**src/rtl/mem_port_arbiter.sv**
```systemverilog
// Two-requester arbiter for a single RAM port. A CPU port (read/write) and a
// display-fetch port (read-only) share it, and the display has a bounded burst priority.
module mem_port_arbiter #(
  parameter int ADDRESS_WIDTH = 12,
  parameter int DATA_WIDTH    = 32,
  parameter int BURST_MAX     = 4
) (
  input  logic                     clk,
  input  logic                     reset,
  input  logic                     cpu_req,
  input  logic                     cpu_wEn,
  input  logic [ADDRESS_WIDTH-1:0] cpu_addr,
  input  logic [DATA_WIDTH-1:0]    cpu_dataIn,
  output logic                     cpu_gnt,
  output logic                     cpu_rvalid,
  output logic [DATA_WIDTH-1:0]    cpu_dataOut,
  input  logic                     disp_req,
  input  logic [ADDRESS_WIDTH-1:0] disp_addr,
  output logic                     disp_gnt,
  output logic                     disp_rvalid,
  output logic [DATA_WIDTH-1:0]    disp_dataOut,
  output logic                     mem_wEn,
  output logic [ADDRESS_WIDTH-1:0] mem_addr,
  output logic [DATA_WIDTH-1:0]    mem_dataIn,
  input  logic [DATA_WIDTH-1:0]    mem_dataOut
);

  localparam int CW = $clog2(BURST_MAX + 1);

  typedef enum logic [1:0] {OWN_NONE, OWN_CPU, OWN_DISP} owner_t;

  owner_t          owner_q, owner_d;
  logic [CW-1:0]   burst_cnt, burst_nxt;
  logic            burst_full;

  assign burst_full = (burst_cnt == CW'(BURST_MAX));

  always_ff @(posedge clk) begin
    if (reset) begin
      owner_q   <= OWN_NONE;
      burst_cnt <= '0;
    end else begin
      owner_q   <= owner_d;
      burst_cnt <= burst_nxt;
    end
  end

  always_comb begin
    cpu_gnt    = 1'b0;
    disp_gnt   = 1'b0;
    mem_wEn    = 1'b0;
    mem_addr   = '0;
    mem_dataIn = '0;
    owner_d    = OWN_NONE;
    burst_nxt  = burst_cnt;
    if (!reset) begin
      // Display wins ties until it has used up its burst allowance.
      cpu_gnt  = cpu_req && (!disp_req || burst_full);
      disp_gnt = disp_req && !cpu_gnt;
    end
    if (cpu_gnt) begin
      mem_wEn    = cpu_wEn;
      mem_addr   = cpu_addr;
      mem_dataIn = cpu_dataIn;
      owner_d    = cpu_wEn ? OWN_NONE : OWN_CPU;
    end else if (disp_gnt) begin
      mem_addr   = disp_addr;
      owner_d    = OWN_DISP;
    end
    if (cpu_gnt || !cpu_req)
      burst_nxt = '0;
    else if (disp_gnt && !burst_full)
      burst_nxt = burst_cnt + CW'(1);
  end

  // Masking with reset kills the response to a read granted just before reset.
  assign cpu_rvalid   = (owner_q == OWN_CPU)  && !reset;
  assign disp_rvalid  = (owner_q == OWN_DISP) && !reset;
  assign cpu_dataOut  = mem_dataOut;
  assign disp_dataOut = mem_dataOut;

endmodule

```
**config.mk**
```make
export PLATFORM = sky130hd
export DESIGN_NAME = mem_port_arbiter
export DESIGN_NICKNAME = d
export VERILOG_FILES = /design/src/rtl/mem_port_arbiter.sv
export SDC_FILE = /design/constraint.sdc
export NUM_CORES = 1
export LEC_CHECK = 0
export CORE_AREA = 2 2 80 82
export CTS_CLUSTER_SIZE = 25
export DETAILED_ROUTE_END_ITERATION = 10
export DIE_AREA = 0 0 82 84
export HOLD_SLACK_MARGIN = 0.12
export PLACE_DENSITY = 0.76
export SYNTH_ARGS = -nofsm -noshare
export SYNTH_HDL_FRONTEND = slang
export SYNTH_SLANG_ARGS = --single-unit
```
**constraint.sdc**
```tcl
create_clock -name clk -period 2.9 [get_ports clk]
set_input_delay 0.29 -clock clk [delete_from_list [all_inputs] [get_ports clk]]
set_output_delay 0.29 -clock clk [all_outputs]
set_load 0.05 [all_outputs]
```
==> After elaboration in Yosys (flattened, before gate mapping) <==
Index checks and enable logic that the tools add are counted.
{ "totals": {"word_cells": 28, "output_inout_bits": 113, "reg_bits": 5, "in_bits": 93} }
{ "op_classes": {"reduce_logical": 13, "addsub": 1, "mux": 9, "n_eq_ne": 3} }
{ "ops": {"columns": ["op", "count"], "rows": [
  ["two-way mux 32 bit", 1],
  ["two-way mux 12 bit", 2],
  ["logical AND 1 bit", 5],
  ["logical NOT 1 bit", 5],
  ["two-way mux 1 bit", 4],
  ["two-way mux 2 bit", 2],
  ["adder 3 x 1 -> 3 bit (second input constant)", 1],
  ["equality test 3 bit (second input constant)", 1],
  ["equality test 2 x 1 -> 1 bit (second input constant)", 1],
  ["equality test 2 bit (second input constant)", 1],
  ["logical OR 1 bit", 2],
  ["OR reduction 2 bit", 1]
]} }

==> Longest topological paths before layout <==
Gate-level depths: netlist (run 1).
{ "logic_depth": {"ltp_word": 8, "mapped_depth": 6, "depth_no_buf": 4} }

==> Worst setup path before layout (run 1) <==
Ideal clock, no wire load.
{ "synth_timing": {"path_kind": "register -> output", "from": "reg burst_cnt[0]", "to": "out mem_dataIn[17]", "arrival_ns": 2.100, "slack_ns": 0.510, "n_path_buf": 2, "stages_incl_launch_ff": 7, "t_required_ns": 2.610, "cell_sequence": "dfxtp_1 inv_1 ha_1 a21boi_4 buf_6 buf_6 nor3b_1"} }
{ "synth_between": {"elab_chain_cells": 5} }
{ "synth_lines": {"columns": ["element", "line", "rtl"], "rows": [
  ["from (decl)", "33", "logic [CW-1:0] burst_cnt, burst_nxt;"],
  ["from (signal assigned)", "44", "burst_cnt <= burst_nxt;"],
  ["equality test 3 bit", "36", "assign burst_full = (burst_cnt == CW'(BURST_MAX));"],
  ["logical OR 1 bit", "58", "cpu_gnt = cpu_req && (!disp_req || burst_full);"],
  ["logical AND 1 bit", "58", null],
  ["two-way mux 1 bit", "56", "if (!reset) begin"],
  ["two-way mux 32 bit", "61", "if (cpu_gnt) begin"],
  ["to (decl)", "24", "output logic [DATA_WIDTH-1:0] mem_dataIn,"]
]} }
Every way passes these cells.

==> Final worst setup path (run 1) <==
{ "layout_timing": {"from": "reg burst_cnt[0]", "to": "out disp_gnt"} }
{ "layout_between": {"elab_chain_cells": 6} }
{ "layout_lines": {"columns": ["element", "line", "rtl"], "rows": [
  ["equality test 3 bit", "36", null],
  ["logical OR 1 bit", "58", null],
  ["logical AND 1 bit", "58", null],
  ["logical NOT 1 bit", "59", "disp_gnt = disp_req && !cpu_gnt;"],
  ["logical AND 1 bit", "59", null],
  ["two-way mux 1 bit", "56", null],
  ["to (decl)", "19", "output logic disp_gnt,"]
]} }
Every way passes these cells.

==> flow_metrics.py, run 1 <==
metrics = {
    "timing": {
        "worst_hold_slack_ns": 0.459,
        "hold_violations": 0,
        "tns_ns": 0,
        "fmax_mhz": 457,
        "slew_headroom_pct": 64.8,
        "fin_worst_skew_ns": 0.00115,
        "rsz0062_at_grt": "false",
        "fin_crit_sh_pct": 75.4,
        "finalSetupViolations": 0,
        "min_period_ns": 2.19,
        "tightestPinTransition_ns": 0.529,
        "slew_viol_final": 0,
    },
    "power_and_ir_drop": {
        "p_leak_nw": 0.846,
        "power_density_nw_per_um2": 220,
        "irDropWorstVdd_mv": 0.133,
    },
    "detailed_routing": {
        "avgViaCountPerCell": 4.46,
        "num_vias": 1290,
        "firstDrtPassIters": 4,
        "wl_per_cell_um": 14.7,
        "drt-total-wl_um": 4240,
        "ant_nets": 0,
        "drc": 0,
        "drt_iter0_drc": 52,
    },
    "die": {
        "fp.dieW_um": 82,
        "die_h_um": 84,
        "initial_core_util_pct": 22.8,
        "dieArea_um2": 6890,
        "placementRows": 29,
        "pin_count": 206,
        "design.core.area_um2": 6100,
    },
    "setup_path": {
        "slowest_stage": "nor3b_1",
        "path_max_fanout": 14,
        "end_kind": "output port",
        "cp_cell_sequence": "inv_1 -> ha_1 -> and3_1 -> nor3b_1 -> buf_12",
        "slowest_delay_ns": 0.41,
        "crit_required_ns": 2.61,
        "worstPathArrival_ns": 1.90,
        "worstSetupStartpointType": "flop",
        "critPathKind": "reg -> out",
    },
    "logic_synthesis": {
        "yosysTopAreaCellShare_pct": 34.6,
        "synth_fa_ha_area_share_pct": 1.80,
        "synth_top_family_by_area": "buffers and inverters",
        "synth_compound_area_share_pct": 8.21,
        "synth.ff_latch_count": 5,
        "syn_area_um2": 1390,
        "yosysTopAreaCell": "buf_4",
        "yosysUniqueCellTypes": 19,
        "syn_nets": 269,
        "synth.avg_cell_area_um2": 7.97,
        "synthCells": 174,
        "yosys.area_share.simple_pct": 39.8,
        "synth-seq-area-share_pct": 7.21,
        "ys_warn_count": 0,
        "synthXorXnorAreaFrac_pct": 0,
        "muxShareOfSynthArea_pct": 0,
        "synth.area.top_cells": "buf_4 35%, nor3b_1 15%, nand3b_1 14%",
    },
    "place": {
        "dp_hpwl_um": 3290,
        "placed_area_um2": 2340,
        "gp_congestion": 0.661,
        "numPortBuffers": 109,
    },
    "global_route": {
        "grt_pass1_wl_um": 6250,
        "grt_pass1_vias": 1259,
        "grt_max_degree": 42,
        "grt_antenna_before_repair": 0,
        "met1_usage_pct": 11.9,
        "busiest_layer": "met2",
        "grt_usage_pct": 11.5,
        "grt_use_met2_pct": 19.1,
        "grt-ovfl-total": 0,
        "use_met3_pct": 3.79,
    },
    "job": {
        "cap_violations": 0,
    },
    "cts": {
        "cts_tree": "built",
        "clk_pin_slew_worst_paths_ns": 0.04,
        "postCtsSetupBuffers": 0,
        "ctsHoldBuffers": 0,
        "cts.sinks": 5,
        "clk_latency_ns": 0.22,
        "ctsResizeCount": 0,
        "cts_buffers": 3,
        "clockBufferDepth": 2,
        "htreeDepth": 1,
        "cts-root-buf": "clkbuf_8",
    },
    "finish": {
        "final_common_cell": "clkdlybuf4s50_1",
        "layout_common_cells": "60 x clkdlybuf4s50_1, 35 x buf_12, 27 x nor3b_1, 25 x nand3b_1, 19 x buf_4",
        "drive_gt1_share_pct": 32.1,
        "fin_nets": 308,
        "areaGrowthSynthToFinish_pct": 72.0,
        "diodes": 0,
        "final_cell_area_um2": 2390,
    },
    "run_status": {
        "status": "completed",
    },
    "min_path": {
        "hold_class": "reg -> reg",
    },
}
-- routing by layer --
metal | wire (µm) | vias up
met5 | 0 | -
met4 | 219 | 0
met3 | 542 | 28
met2 | 1960 | 89
met1 | 1520 | 563
li1 | - | 610
-- final cells by class --
type	instances	area, µm²
clock buffers	4	45.0
well taps	77	96.3
inverters	3	11.3
multi-input cells	86	691
fillers	611	3710
repair buffers	114	1440
flip-flops and latches	5	100
-- cells by family after synthesis --
group / after synthesis
fa+ha+maj: 2
flops: 5
buf+inv: 83
compound gates: 16
simple gates: 68
-- worst max-delay path: cells and delay by family (launching register included) --
kind / cells / cell delay (ns)
simple gates: 2 / 0.80
flops: 1 / 0.35
fa+ha+maj: 1 / 0.27
buf+inv: 2 / 0.24
-- stage by stage --
step	util [%]	setup WS (ns)	total power, mW	instances
3_3_place_gp	38.4	0.752	0.394	285
6_report	39.2	0.714	0.524	289
5_1_grt	39.2	0.600	0.549	289
2_1_floorplan	-	0.510	0.468	174
4_1_cts	39.2	0.694	0.532	289
3_5_place_dp	38.4	0.709	0.396	285
-- cell usage after synthesis (all sizes together) --
| library cell | instances |
|---|---|
| and3 | 1 |
| nand2b | 2 |
| inv | 3 |
| o22ai | 12 |
| a21oi | 1 |
| ha | 2 |
| nand3b | 25 |
| or3b | 1 |
| nor3 | 1 |
| buf | 75 |
| a211oi | 2 |
| clkbuf | 5 |
| nor2 | 1 |
| nor3b | 37 |
| dfxtp | 5 |
| a21boi | 1 |
-- power by group --
part | switching (mW) | internal (mW)
sequential | 0.00101 | 0.0711
combinational | 0.156 | 0.165
clock | 0.0368 | 0.0946
-- path summary, 6_finish.rpt --
path                startpoint           end  slack, ns  cells after the start
hold / removal    burst_cnt[0]  burst_cnt[0]       0.46                      1
hold reg to reg   burst_cnt[0]  burst_cnt[0]       0.46                      1
setup / recovery  burst_cnt[0]      disp_gnt       0.71                      5
setup reg to reg  burst_cnt[0]    owner_q[0]       1.44                      5
-- registers in the layout (all words and copies together), names as in the netlist --
signal     count
owner_q        2
burst_cnt      3
Power figures use the tool's default switching activity.
==> run 2: changes to the inputs <==
Clock period 2.9 ns to 2.2 ns, I/O delays scaled along.
==> run 2 against run 1 <==
Net effect: largest cell class unchanged; worst setup slack worse by 0.55 ns; clock power rose by 31%; hold slack worse by 0.019 ns; wire length shrank 3.2%; critical path type unchanged; first-iteration DRC count shrank 71%; combinational power grew 20%; largest power group unchanged; core utilization shrank 5.3 points.
==> flow_metrics.py, run 2 (synthesis gave the netlist of run 1 again) <==
metrics = {
    "detailed_routing": {
        "firstDrtPassIters": 4,
        "drc": 0,
        "ant_nets": 0,
        "drt_iter0_drc": 15,
        "wl_per_cell_um": 14.1,
        "drt-total-wl_um": 4100,
        "num_vias": 1304,
        "avgViaCountPerCell": 4.50,
    },
    "global_route": {
        "grt_usage_pct": 10.5,
        "grt_pass1_wl_um": 5640,
        "grt_max_degree": 42,
        "grt-ovfl-total": 0,
        "grt_antenna_before_repair": 0,
        "grt_pass1_vias": 1204,
    },
    "setup_path": {
        "crit_required_ns": 1.98,
        "slowest_delay_ns": 0.35,
        "cp_cell_sequence": "inv_1 -> ha_1 -> a21boi_4 -> buf_12 -> o22ai_1 -> buf_4",
        "end_kind": "output port",
        "critPathKind": "reg -> out",
        "slowest_stage": "dfxtp_1",
        "worstSetupStartpointType": "flop",
        "cp_num_buf_inv": 3,
        "cp_num_cells": 6,
        "path_delay_family": "buffers and inverters",
        "worstPathArrival_ns": 1.82,
        "reg2reg_depth": 5,
        "path_max_fanout": 41,
    },
    "cts": {
        "cts_tree": "built",
        "cts-root-buf": "clkbuf_8",
        "ctsResizeCount": 0,
        "cts_buffers": 3,
        "ctsHoldBuffers": 0,
        "htreeDepth": 1,
        "clockBufferDepth": 2,
        "clk_latency_ns": 0.22,
        "cts.sinks": 5,
        "clk_pin_slew_worst_paths_ns": 0.04,
        "postCtsSetupBuffers": 0,
    },
    "die": {
        "initial_core_util_pct": 22.8,
        "design.core.area_um2": 6100,
        "die_h_um": 84,
        "placementRows": 29,
        "dieArea_um2": 6890,
        "fp.dieW_um": 82,
        "pin_count": 206,
    },
    "timing": {
        "min_period_ns": 2.04,
        "slew_headroom_pct": 69.9,
        "fmax_mhz": 490,
        "slew_viol_final": 0,
        "finalSetupViolations": 0,
        "rsz0062_at_grt": "false",
        "fin_ws_ns": 0.159,
        "tightestPinTransition_ns": 0.452,
        "tns_ns": 0,
        "fin_crit_sh_pct": 92.8,
        "hold_violations": 0,
        "fin_worst_skew_ns": 0.00146,
    },
    "finish": {
        "areaGrowthSynthToFinish_pct": 48.8,
        "nFillCells": 646,
        "largest-register": "burst_cnt",
        "layout_common_cells": "60 x clkdlybuf4s50_1, 51 x buf_4, 25 x nand3b_1, 21 x nor3b_2, 16 x nor3b_1",
        "drive_gt1_share_pct": 38.0,
        "diodes": 0,
        "fin_nets": 309,
        "largest_register_ffs": 3,
        "multi_input_area_um2": 748,
        "seq_area_um2": 100,
        "reg.largest.list": "burst_cnt x3, owner_q x2",
        "final_common_cell": "clkdlybuf4s50_1",
    },
    "power_and_ir_drop": {
        "pwr-share-seq_pct": 14.6,
        "p_leak_nw": 0.779,
        "power_density_nw_per_um2": 315,
        "p_comb_share_pct": 59.0,
        "irDropWorstVdd_mv": 0.167,
        "p_switching_mw": 0.248,
        "swShare_pct": 38.1,
        "internal_power_mw": 0.403,
        "pwr-share-clk_pct": 26.4,
    },
    "place": {
        "numPortBuffers": 109,
        "dp_hpwl_um": 3230,
        "gp_congestion": 0.594,
        "place_ws_ns": 0.353,
    },
    "job": {
        "cap_violations": 0,
    },
    "run_status": {
        "status": "completed",
    },
    "min_path": {
        "hold_class": "in -> out",
        "whs_path_depth": 0,
    },
}
==> run 2: cell types whose count changed in the layout (fill, tap and decap cells not counted) <==
cell / before / now
buf_4: 19 / 51
buf_12: 35 / 4
nor3b_1: 27 / 16
nor3b_2: 10 / 21
nand2b_1: 2 / 1
nand2b_2: 0 / 1
==> run 2: cell type report <==
| type | count | share of cell area [%] |
|---|---|---|
| Tap cell | 77 | 4.67 |
| Multi-Input combinational cell | 86 | 36.2 |
| Sequential cell | 5 | 4.85 |
| Inverter | 3 | 0.545 |
| Clock buffer | 4 | 2.18 |
| Timing Repair Buffer | 115 | 51.5 |
==> run 2: metrics by stage <==
step,instances,power (mW),hold slack (ns),cell area [µm²],util (%)
6_report,290,0.651,0.440,2060,33.9
5_1_grt,290,0.689,0.440,2060,33.9
4_1_cts,290,0.666,0.440,2060,33.9
3_5_place_dp,286,0.484,0.440,2020,33.1
3_3_place_gp,286,0.480,0.438,2020,33.1
2_1_floorplan,174,0.623,0.298,1440,-
==> run 2: layer usage <==
metal  GRT usage [%]  vias to the layer above  part of all wire [%]  wire [µm]
li1                -                      612                     -          -
met2            20.6                      106                    53       2160
met3            2.71                       14                    13        534
met5               0                        -                     0          0
met4            5.30                        0                   2.2         91
met1            9.26                      572                    32       1320
==> run 2: power by group through the flow <==
stage | registers (mW) | clock network, mW | logic (mW)
after CTS | 0.0951 | 0.182 | 0.389
after floorplan | 0.0960 | 0 | 0.527
after detailed placement | 0.0964 | 0 | 0.388
after global placement | 0.0964 | 0 | 0.384
final | 0.0952 | 0.172 | 0.384
after global routing | 0.0955 | 0.189 | 0.404
==> run 2: final timing paths <==
check	startpoint	end	slack, ns
worst min-delay path	mem_dataOut[24]	cpu_dataOut[24]	0.44
worst max register to register	burst_cnt[0]	owner_q[0]	0.67
worst min register to register	burst_cnt[0]	burst_cnt[0]	0.48
worst max-delay path	burst_cnt[0]	mem_addr[2]	0.16
